<file path="src/rtl/srrc_impulse_seq_pkg.sv">
// Shared state encodings and default constants for the SRRC impulse-response sequencer.
package srrc_impulse_seq_pkg;

    typedef enum logic [1:0] {
        IDLE    = 2'd0,
        ARM     = 2'd1,
        CAPTURE = 2'd2,
        DONE    = 2'd3
    } seq_state_e;

    localparam int DW_DEFAULT = 18;

    // 1s17 amplitude shared with the symbol mapper's +2 level
    localparam logic signed [17:0] SYMBOL_P2 = 18'sh0C000;

endpackage

</file>
<file path="src/rtl/srrc_cap_ram.sv">
// Capture buffer: one write port, one registered read port, old data returned on collision.
module srrc_cap_ram #(
    parameter int DEPTH = 128,
    parameter int DW    = 18
) (
    input  logic                     sys_clk,
    input  logic                     reset_n,
    input  logic                     wr_en,
    input  logic [$clog2(DEPTH)-1:0] wr_addr,
    input  logic [DW-1:0]            wr_data,
    input  logic [$clog2(DEPTH)-1:0] rd_addr,
    output logic [DW-1:0]            rd_data
);

    logic [DW-1:0] mem_r [DEPTH];

    // Write port; array left unreset so it maps onto block RAM
    always_ff @(posedge sys_clk) begin
        if (wr_en) begin
            mem_r[wr_addr] <= wr_data;
        end
    end

    // Registered read of the pre-edge contents
    always_ff @(posedge sys_clk or negedge reset_n) begin
        if (!reset_n) begin
            rd_data <= {DW{1'b0}};
        end else begin
            rd_data <= mem_r[rd_addr];
        end
    end

endmodule

</file>
<file path="src/rtl/srrc_impulse_seq.sv">
// Impulse injection and response capture sequencer for SRRC filter characterisation.
// Build option IMP_SYM_ALIGN_EN defers injection to the next symbol-aligned sample.
module srrc_impulse_seq
    import srrc_impulse_seq_pkg::*;
#(
    parameter int                    IMP_DELAY = 29,
    parameter int                    CAP_LEN   = 128,
    parameter int                    DW        = DW_DEFAULT,
    parameter logic signed [DW-1:0]  IMP_VALUE = DW'(SYMBOL_P2)
) (
    input  logic                       sys_clk,
    input  logic                       reset_n,
    input  logic                       sam_clk_en,
    input  logic                       sym_clk_en,
    input  logic                       start,
    input  logic                       abort,
    input  logic [DW-1:0]              response,
    output logic [DW-1:0]              stimulus,
    output logic                       busy,
    output logic                       done,
    output logic [$clog2(CAP_LEN):0]   cap_count,
    input  logic [$clog2(CAP_LEN)-1:0] rd_addr,
    output logic [DW-1:0]              rd_data
);

    localparam int AW = $clog2(CAP_LEN);
    localparam int CW = AW + 1;

    localparam logic [8:0]    DELAY_LAST = 9'(IMP_DELAY - 1);
    localparam logic [AW-1:0] PTR_LAST   = AW'(CAP_LEN - 1);
    localparam logic [AW-1:0] PTR_ONE    = AW'(1'b1);
    localparam logic [CW-1:0] CNT_FULL   = CW'(CAP_LEN);
    localparam logic [CW-1:0] CNT_ONE    = CW'(1'b1);

    seq_state_e    state_r, state_s;
    logic [DW-1:0] stimulus_r, stimulus_s;
    logic          busy_r, busy_s;
    logic          done_r, done_s;
    logic [8:0]    delay_cnt_r, delay_cnt_s;
    logic [AW-1:0] wr_ptr_r, wr_ptr_s;
    logic [CW-1:0] cap_count_r, cap_count_s;
    logic          wr_en_s;
    logic          inject_s;

`ifdef IMP_SYM_ALIGN_EN
    assign inject_s = (delay_cnt_r == DELAY_LAST) && sym_clk_en;
`else
    logic unused_sym_s;
    assign inject_s     = (delay_cnt_r == DELAY_LAST);
    assign unused_sym_s = sym_clk_en;
`endif

    // Next-state logic; abort overrides every other action in the cycle
    always_comb begin
        state_s     = state_r;
        stimulus_s  = stimulus_r;
        busy_s      = busy_r;
        done_s      = done_r;
        delay_cnt_s = delay_cnt_r;
        wr_ptr_s    = wr_ptr_r;
        cap_count_s = cap_count_r;
        wr_en_s     = 1'b0;
        if (abort) begin
            state_s    = IDLE;
            stimulus_s = {DW{1'b0}};
            busy_s     = 1'b0;
            done_s     = 1'b0;
        end else begin
            case (state_r)
                IDLE, DONE: begin
                    if (start) begin
                        state_s     = ARM;
                        busy_s      = 1'b1;
                        done_s      = 1'b0;
                        delay_cnt_s = 9'd0;
                        cap_count_s = {CW{1'b0}};
                    end else begin
                        state_s = state_r;
                    end
                end
                ARM: begin
                    if (sam_clk_en) begin
                        // counter parks at its last value so it never wraps while waiting
                        if (delay_cnt_r != DELAY_LAST) begin
                            delay_cnt_s = delay_cnt_r + 9'd1;
                        end else begin
                            delay_cnt_s = delay_cnt_r;
                        end
                        if (inject_s) begin
                            stimulus_s = IMP_VALUE;
                            wr_ptr_s   = {AW{1'b0}};
                            state_s    = CAPTURE;
                        end else begin
                            state_s = ARM;
                        end
                    end else begin
                        state_s = ARM;
                    end
                end
                CAPTURE: begin
                    if (sam_clk_en) begin
                        stimulus_s = {DW{1'b0}};
                        wr_en_s    = 1'b1;
                        wr_ptr_s   = wr_ptr_r + PTR_ONE;
                        if (cap_count_r != CNT_FULL) begin
                            cap_count_s = cap_count_r + CNT_ONE;
                        end else begin
                            cap_count_s = cap_count_r;
                        end
                        if (wr_ptr_r == PTR_LAST) begin
                            state_s = DONE;
                            busy_s  = 1'b0;
                            done_s  = 1'b1;
                        end else begin
                            state_s = CAPTURE;
                        end
                    end else begin
                        state_s = CAPTURE;
                    end
                end
                default: begin
                    state_s    = IDLE;
                    stimulus_s = {DW{1'b0}};
                    busy_s     = 1'b0;
                    done_s     = 1'b0;
                end
            endcase
        end
    end

    // Sequencer state and output registers
    always_ff @(posedge sys_clk or negedge reset_n) begin
        if (!reset_n) begin
            state_r     <= IDLE;
            stimulus_r  <= {DW{1'b0}};
            busy_r      <= 1'b0;
            done_r      <= 1'b0;
            delay_cnt_r <= 9'd0;
            wr_ptr_r    <= {AW{1'b0}};
            cap_count_r <= {CW{1'b0}};
        end else begin
            state_r     <= state_s;
            stimulus_r  <= stimulus_s;
            busy_r      <= busy_s;
            done_r      <= done_s;
            delay_cnt_r <= delay_cnt_s;
            wr_ptr_r    <= wr_ptr_s;
            cap_count_r <= cap_count_s;
        end
    end

    assign stimulus  = stimulus_r;
    assign busy      = busy_r;
    assign done      = done_r;
    assign cap_count = cap_count_r;

    srrc_cap_ram #(
        .DEPTH (CAP_LEN),
        .DW    (DW)
    ) u_cap_ram (
        .sys_clk (sys_clk),
        .reset_n (reset_n),
        .wr_en   (wr_en_s),
        .wr_addr (wr_ptr_r),
        .wr_data (response),
        .rd_addr (rd_addr),
        .rd_data (rd_data)
    );

endmodule

</file>
<file path="config.mk">
export PLATFORM = sky130hd
export DESIGN_NAME = srrc_impulse_seq
export DESIGN_NICKNAME = d
export VERILOG_FILES = /design/src/rtl/srrc_impulse_seq_pkg.sv /design/src/rtl/srrc_cap_ram.sv /design/src/rtl/srrc_impulse_seq.sv
export SDC_FILE = /design/constraint.sdc
export NUM_CORES = 2
export LEC_CHECK = 0
export CAP_MARGIN = 20
export CELL_PAD_IN_SITES_DETAIL_PLACEMENT = 0
export CELL_PAD_IN_SITES_GLOBAL_PLACEMENT = 2
export CORE_MARGIN = 2
export CORE_UTILIZATION = 54
export CTS_BUF_LIST = sky130_fd_sc_hd__clkbuf_4
export DETAILED_ROUTE_END_ITERATION = 10
export PLACE_DENSITY_LB_ADDON = 0.1
export SETUP_SLACK_MARGIN = 0.2
export SYNTH_ARGS = -nofsm -noshare
export SYNTH_HDL_FRONTEND = slang
export SYNTH_SLANG_ARGS = --single-unit
</file>
<file path="constraint.sdc">
create_clock -name sys_clk -period 4.3 [get_ports sys_clk]
set_clock_uncertainty 0.05 [all_clocks]
set_input_delay 0.645 -clock sys_clk [delete_from_list [all_inputs] [get_ports sys_clk]]
set_output_delay 0.645 -clock sys_clk [all_outputs]
set_load 0.02 [all_outputs]
</file>
Word-level counts from Yosys, hierarchy flattened
Memories as Yosys holds them, arrays and structs flattened. A register that Yosys moved wholly into a read port is not among the register bits.
Index checks and enable logic that the tools add are counted.
{ "op_classes": {"n_reduce_logical": 13, "n_bitwise": 1, "n_eq_ne": 18, "muxes": 39, "addsub": 3} }
{ "ops": {"columns": ["operator", "count"], "rows": [
  ["2-to-1 mux 18 bit", 4],
  ["one-hot mux 18 bit (2 select lines)", 1],
  ["2-to-1 mux 9 bit", 3],
  ["2-to-1 mux 8 bit", 3],
  ["2-to-1 mux 7 bit", 3],
  ["one-hot mux 9 bit (2 select lines)", 1],
  ["one-hot mux 8 bit (2 select lines)", 1],
  ["!= test 3 bit, second input constant", 5],
  ["AND reduction 5 bit", 3],
  ["2-to-1 mux 1 bit", 14],
  ["one-hot mux 7 bit (2 select lines)", 1],
  ["!= test 2 bit, second input constant", 6],
  ["2-to-1 mux 2 bit", 5],
  ["adder 9 x 1 -> 9 bit, second input constant", 1],
  ["equality test 9 x 5 -> 1 bit, second input constant", 1],
  ["!= test 9 x 5 -> 1 bit, second input constant", 1],
  ["adder 8 x 1 -> 8 bit, second input constant", 1],
  ["!= test 8 bit, second input constant", 1],
  ["AND reduction 4 bit", 2],
  ["adder 7 x 1 -> 7 bit, second input constant", 1],
  ["equality test 7 bit, second input constant", 1],
  ["one-hot mux 2 bit (3 select lines)", 1],
  ["nonzero test 2 bit", 3],
  ["nonzero test 3 bit", 2],
  ["other kinds (7)", 9]
]} }
{ "totals": {"in_bits": 31, "ram_bits": 2304, "ff_bits": 46, "memories": 1, "wordCells": 82, "out_inout_bits": 46} }
{ "memory_table": {"columns": ["memory", "depth", "width", "read_ports", "rd_ports_with_merged_regs", "wr", "line_no", "source"], "rows": [
  ["u_cap_ram.mem_r", 128, 18, 1, 1, 1, "srrc_cap_ram.sv:15", "logic [DW-1:0] mem_r [DEPTH];"]
]} }

Logic depth before layout (Yosys ltp)
{ "logic_depth": {"ltp_word": 5, "depth_mapped": 9, "ltp_nobuf": 7} }

Cells and area by module
Synthesis repeated with hierarchy kept, for this count alone.
{ "hier_totals": {"hier_cells": 3669, "hier_area_um2": 90290.3} }
{ "by_module_without_submodules": {"columns": ["module", "cells_each", "area_per_inst_um2", "seq_area_each_um2", "n_inst"], "rows": [
  ["srrc_cap_ram", 3449, 88373.5, 69636.8, 1],
  ["srrc_impulse_seq", 220, 1916.8, 725.7, 1]
]} }

Worst setup path before layout
No wires, ideal clock.
{ "synth_timing": {"kind": "input to register", "startpoint": "input port sam_clk_en", "endpoint": "memory u_cap_ram.mem_r[72][0], enable pin", "path_buffers": 1, "setup_ps": 440, "path_slack_ps": 507, "stages": 5, "required_ps": 3810, "arrival_ps": 3303, "cell_sequence": "clkbuf_1 nand2_1 nor2_1 nand4_1 nor4_1"} }
{ "synth_via": {"elab_chain_len": 5} }
{ "synth_lines": {"columns": ["item", "line_no", "source"], "rows": [
  ["start, declared", "srrc_impulse_seq.sv:13", "input logic sam_clk_en,"],
  ["2-to-1 mux 1 bit", "srrc_impulse_seq.sv:101", "if (sam_clk_en) begin"],
  ["2-to-1 mux 1 bit", "srrc_impulse_seq.sv:69", "case (state_r)"],
  ["2-to-1 mux 1 bit", "srrc_impulse_seq.sv:63", "if (abort) begin"],
  ["2-to-1 mux 1 bit", "srrc_cap_ram.sv:19", "if (wr_en) begin"],
  ["2-to-1 mux 1 bit (implied by the code)", "srrc_cap_ram.sv:20", "mem_r[wr_addr] <= wr_data;"],
  ["end, declared", "srrc_cap_ram.sv:15", null]
]} }
No other way between the ends.

Worst setup path after layout
{ "layout_timing": {"startpoint": "register u_cap_ram.rd_data[5] (read register of u_cap_ram.mem_r)", "endpoint": "output port rd_data[5]"} }
{ "layout_lines": {"columns": ["item", "line_no", "source"], "rows": [
  ["start, declared", "srrc_cap_ram.sv:12", "output logic [DW-1:0] rd_data"],
  ["end, declared", "srrc_impulse_seq.sv:23", "output logic [DW-1:0] rd_data"]
]} }
No word-level cell between the ends.

==> out/qor.yml <==
critical_path:
  path_cells: "clkdlybuf4s50_1"
  crit_family: "buffers and inverters"
  critPathBufInv: 1
  critPathRequiredTime_ns: 3.61
  crit_arrival_ns: 2.56
  worstSetupPathType: "reg2out"
  cpMaxStageDelayCell: "clkdlybuf4s50_1"
  cp-start-kind: "register"
  cp.depth: 1
  ff2ff_setup_slack_ns: 1.19
  r2r_cells: 9
  endpoint_kind: "output pin"
  max_stage_delay_ns: 0.67
  crit_fanout: 1
layout:
  stdcell_count: 7002
  nets: 4481
  layout_common_cells: "2,304 x edfxtp_1, 861 x clkbuf_4, 756 x mux4_2, 265 x buf_4, 86 x clkinv_1"
  fin_util_pct: 62.0
  fill_cells: 11300
  finish.instance_area_sq_um: 103000
  final_common_cell: "edfxtp_1"
  area_growth_pct: 13.9
  drive_gt1_share_pct: 42.6
routing:
  ant_nets: 0
  via_per_inst: 6.17
  drtIter0Drc: 5190
  wl_per_cell_um: 30.8
  via_count: 43200
  drt_first_pass_iters: 5
  route.detailed.drc: 0
  finalWirelength_um: 216000
power:
  p_leak_nw: 32.9
  irDropWorstVdd_mv: 0.321
  power_mw: 45.9
  power.density_nw_per_um2: 447
yosys:
  yosysUniqueCellTypes: 44
  ys_warn_count: 0
  synthesis.area_sq_um: 90100
  synth_top_family_by_area: "multiplexers"
  syn_avg_cell_area_sq_um: 24.6
  synth_edf_count: 2304
  synth-adder-area-share_pct: 0.0972
  synthSimpleGateAreaFrac_pct: 1.19
  synthXorXnorAreaFrac_pct: 0.0389
  synthFlopType: "edfxtp_1"
  ys_ff_latch: 2351
  synthCells: 3660
  synth_mux_area_share_pct: 19.2
  synth-seq-area-share_pct: 78.1
  synthArstFlopShare_pct: 2.00
  synth_compound_area_share_pct: 0.303
sta:
  setup_viol: 0
  final.min_clock_period_ns: 3.25
  worst_pin_slew_ns: 1.12
  fin_crit_sh_pct: 75.7
  fmax_ghz: 0.307
  rsz0062_at_grt: "false"
  hold_slack_ns: 0.128
  drv_slew: 0
  slew-limit-headroom_pct: 25.1
  setup_ws_ns: 1.05
  tns_ns: 0
  final-hold-violation-count: 0
floorplan:
  die_w_um: 413
  rows: 149
  io_pins: 77
  coreArea_sq_um: 165000
  die_h_um: 413
  dieArea_sq_um: 170000
  initial_core_util_pct: 54.5
cts:
  htree_levels: 6
  cts_resized: 0
  tritoncts: "done"
  root_buffer: "clkbuf_4"
  cts.sinks: 2351
  cts_buffers: 610
  cts_setup_buffers: 0
  clock_latency_ns: 1.36
  clk_pin_slew_ns: 0.07
  cts_max_path_buffers: 4
placement:
  portBuffers: 59
  dpl.cell_count: 5994
  gp_congestion: 0.846
  placed_area_sq_um: 95300
  dp_slack_ns: 0.546
  place_hpwl_um: 127000
status:
  status: "finished, final reports clean"
worst_hold_path:
  holdCritPathClass: "in2reg"
  min_path_cells: 3
global_route:
  overflow: 0
  grtUsageTotal_pct: 25.9
  grt_pass1_vias: 45000
  antenna_found_initial: 24
  grt_max_degree: 103
  grt_pass1_wl_um: 310000
flow_run:
  maxCapViolCount: 0
final cells by class:
type | count | area (sq um) | area share [%]
Sequential cell | 2351 | 70400 | 68.6
Multi-Input combinational cell | 1096 | 19000 | 18.5
Clock buffer | 861 | 6460 | 6.30
Timing Repair Buffer | 370 | 3470 | 3.38
Tap cell | 2189 | 2740 | 2.67
Clock inverter | 113 | 520 | 0.507
Inverter | 14 | 52.6 | 0.0512
Antenna cell | 8 | 20.0 | 0.0195
what timing repair did:
action | in CTS | in global routing
setup endpoints to repair | 0 | 0
endpoints found under the hold margin | 1554 | 0
hold buffers | 22 | 0
synth_stat cells (4+ instances only):
cell      count  area, sq um
clkbuf_1    114          428
nor2b_1       5         31.3
inv_1        14         52.6
nand2_1      38          143
nand4_1       7         43.8
buf_2        56          280
mux2_2       20          225
and3_1        7         43.8
buf_1        22         82.6
mux4_2      756        17000
or3_1         9         56.3
nand3_1      18         90.1
nor2_1      145          544
a21oi_1       7         35.0
edfxtp_1   2304        69200
dfrtp_1      47         1180
ha_1          7         87.6
o21ai_0      22          110
nand3b_1      4         30.0
buf_4        22          165
final timing paths:
kind / end / from
worst min register to register: delay_cnt_r[1] / delay_cnt_r[1]
worst max register to register: u_cap_ram.mem_r[0][5] / state_r[0]
worst max-delay path: rd_data[5] / u_cap_ram.rd_data[5]
min in group asynchronous: wr_ptr_r[0] / reset_n
worst min-delay path: u_cap_ram.rd_data[1] / rd_addr[3]
max in group asynchronous: delay_cnt_r[1] / reset_n
logic make-up after synthesis:
logic type      count (synthesis)
compound gates                 45
xor+xnor                        4
fa+ha+maj                       7
buf+inv                       228
flops                        2351
mux                           778
other cells                     1
simple gates                  246
sequential cells by signal, indices dropped and copies added, names as in the netlist:
name and count:
cap_count 8, stimulus 1, u_cap_ram.rd_data 18, done 1
delay_cnt_r 9, u_cap_ram.mem_r 2304, wr_ptr_r 7, busy 1
state_r 2
worst register-to-register path, cell delays in order, from the launching register on:
cell	delay, ns
dfrtp_1	0.41
inv_1	0.07
ha_1	0.14
buf_4	0.22
nand2_1	0.17
nor2_1	0.30
nand3b_1	0.43
buf_4	0.40
nor2_2	0.15
buf_4	0.39
layer usage:
layer  part of all wire [%]  GRT usage [%]
met1                     40           36.9
met2                     48           40.2
met3                    9.4           6.71
met4                    2.1           7.84
met5                  0.015              0
power breakdown:
part	total, mW	internal, mW	switching [mW]
Combinational	2.79	1.14	1.65
Sequential	25.4	25.2	0.146
Clock	17.7	9.28	8.44
Total	45.9	35.7	10.2
Power figures use the tool's default switching activity.
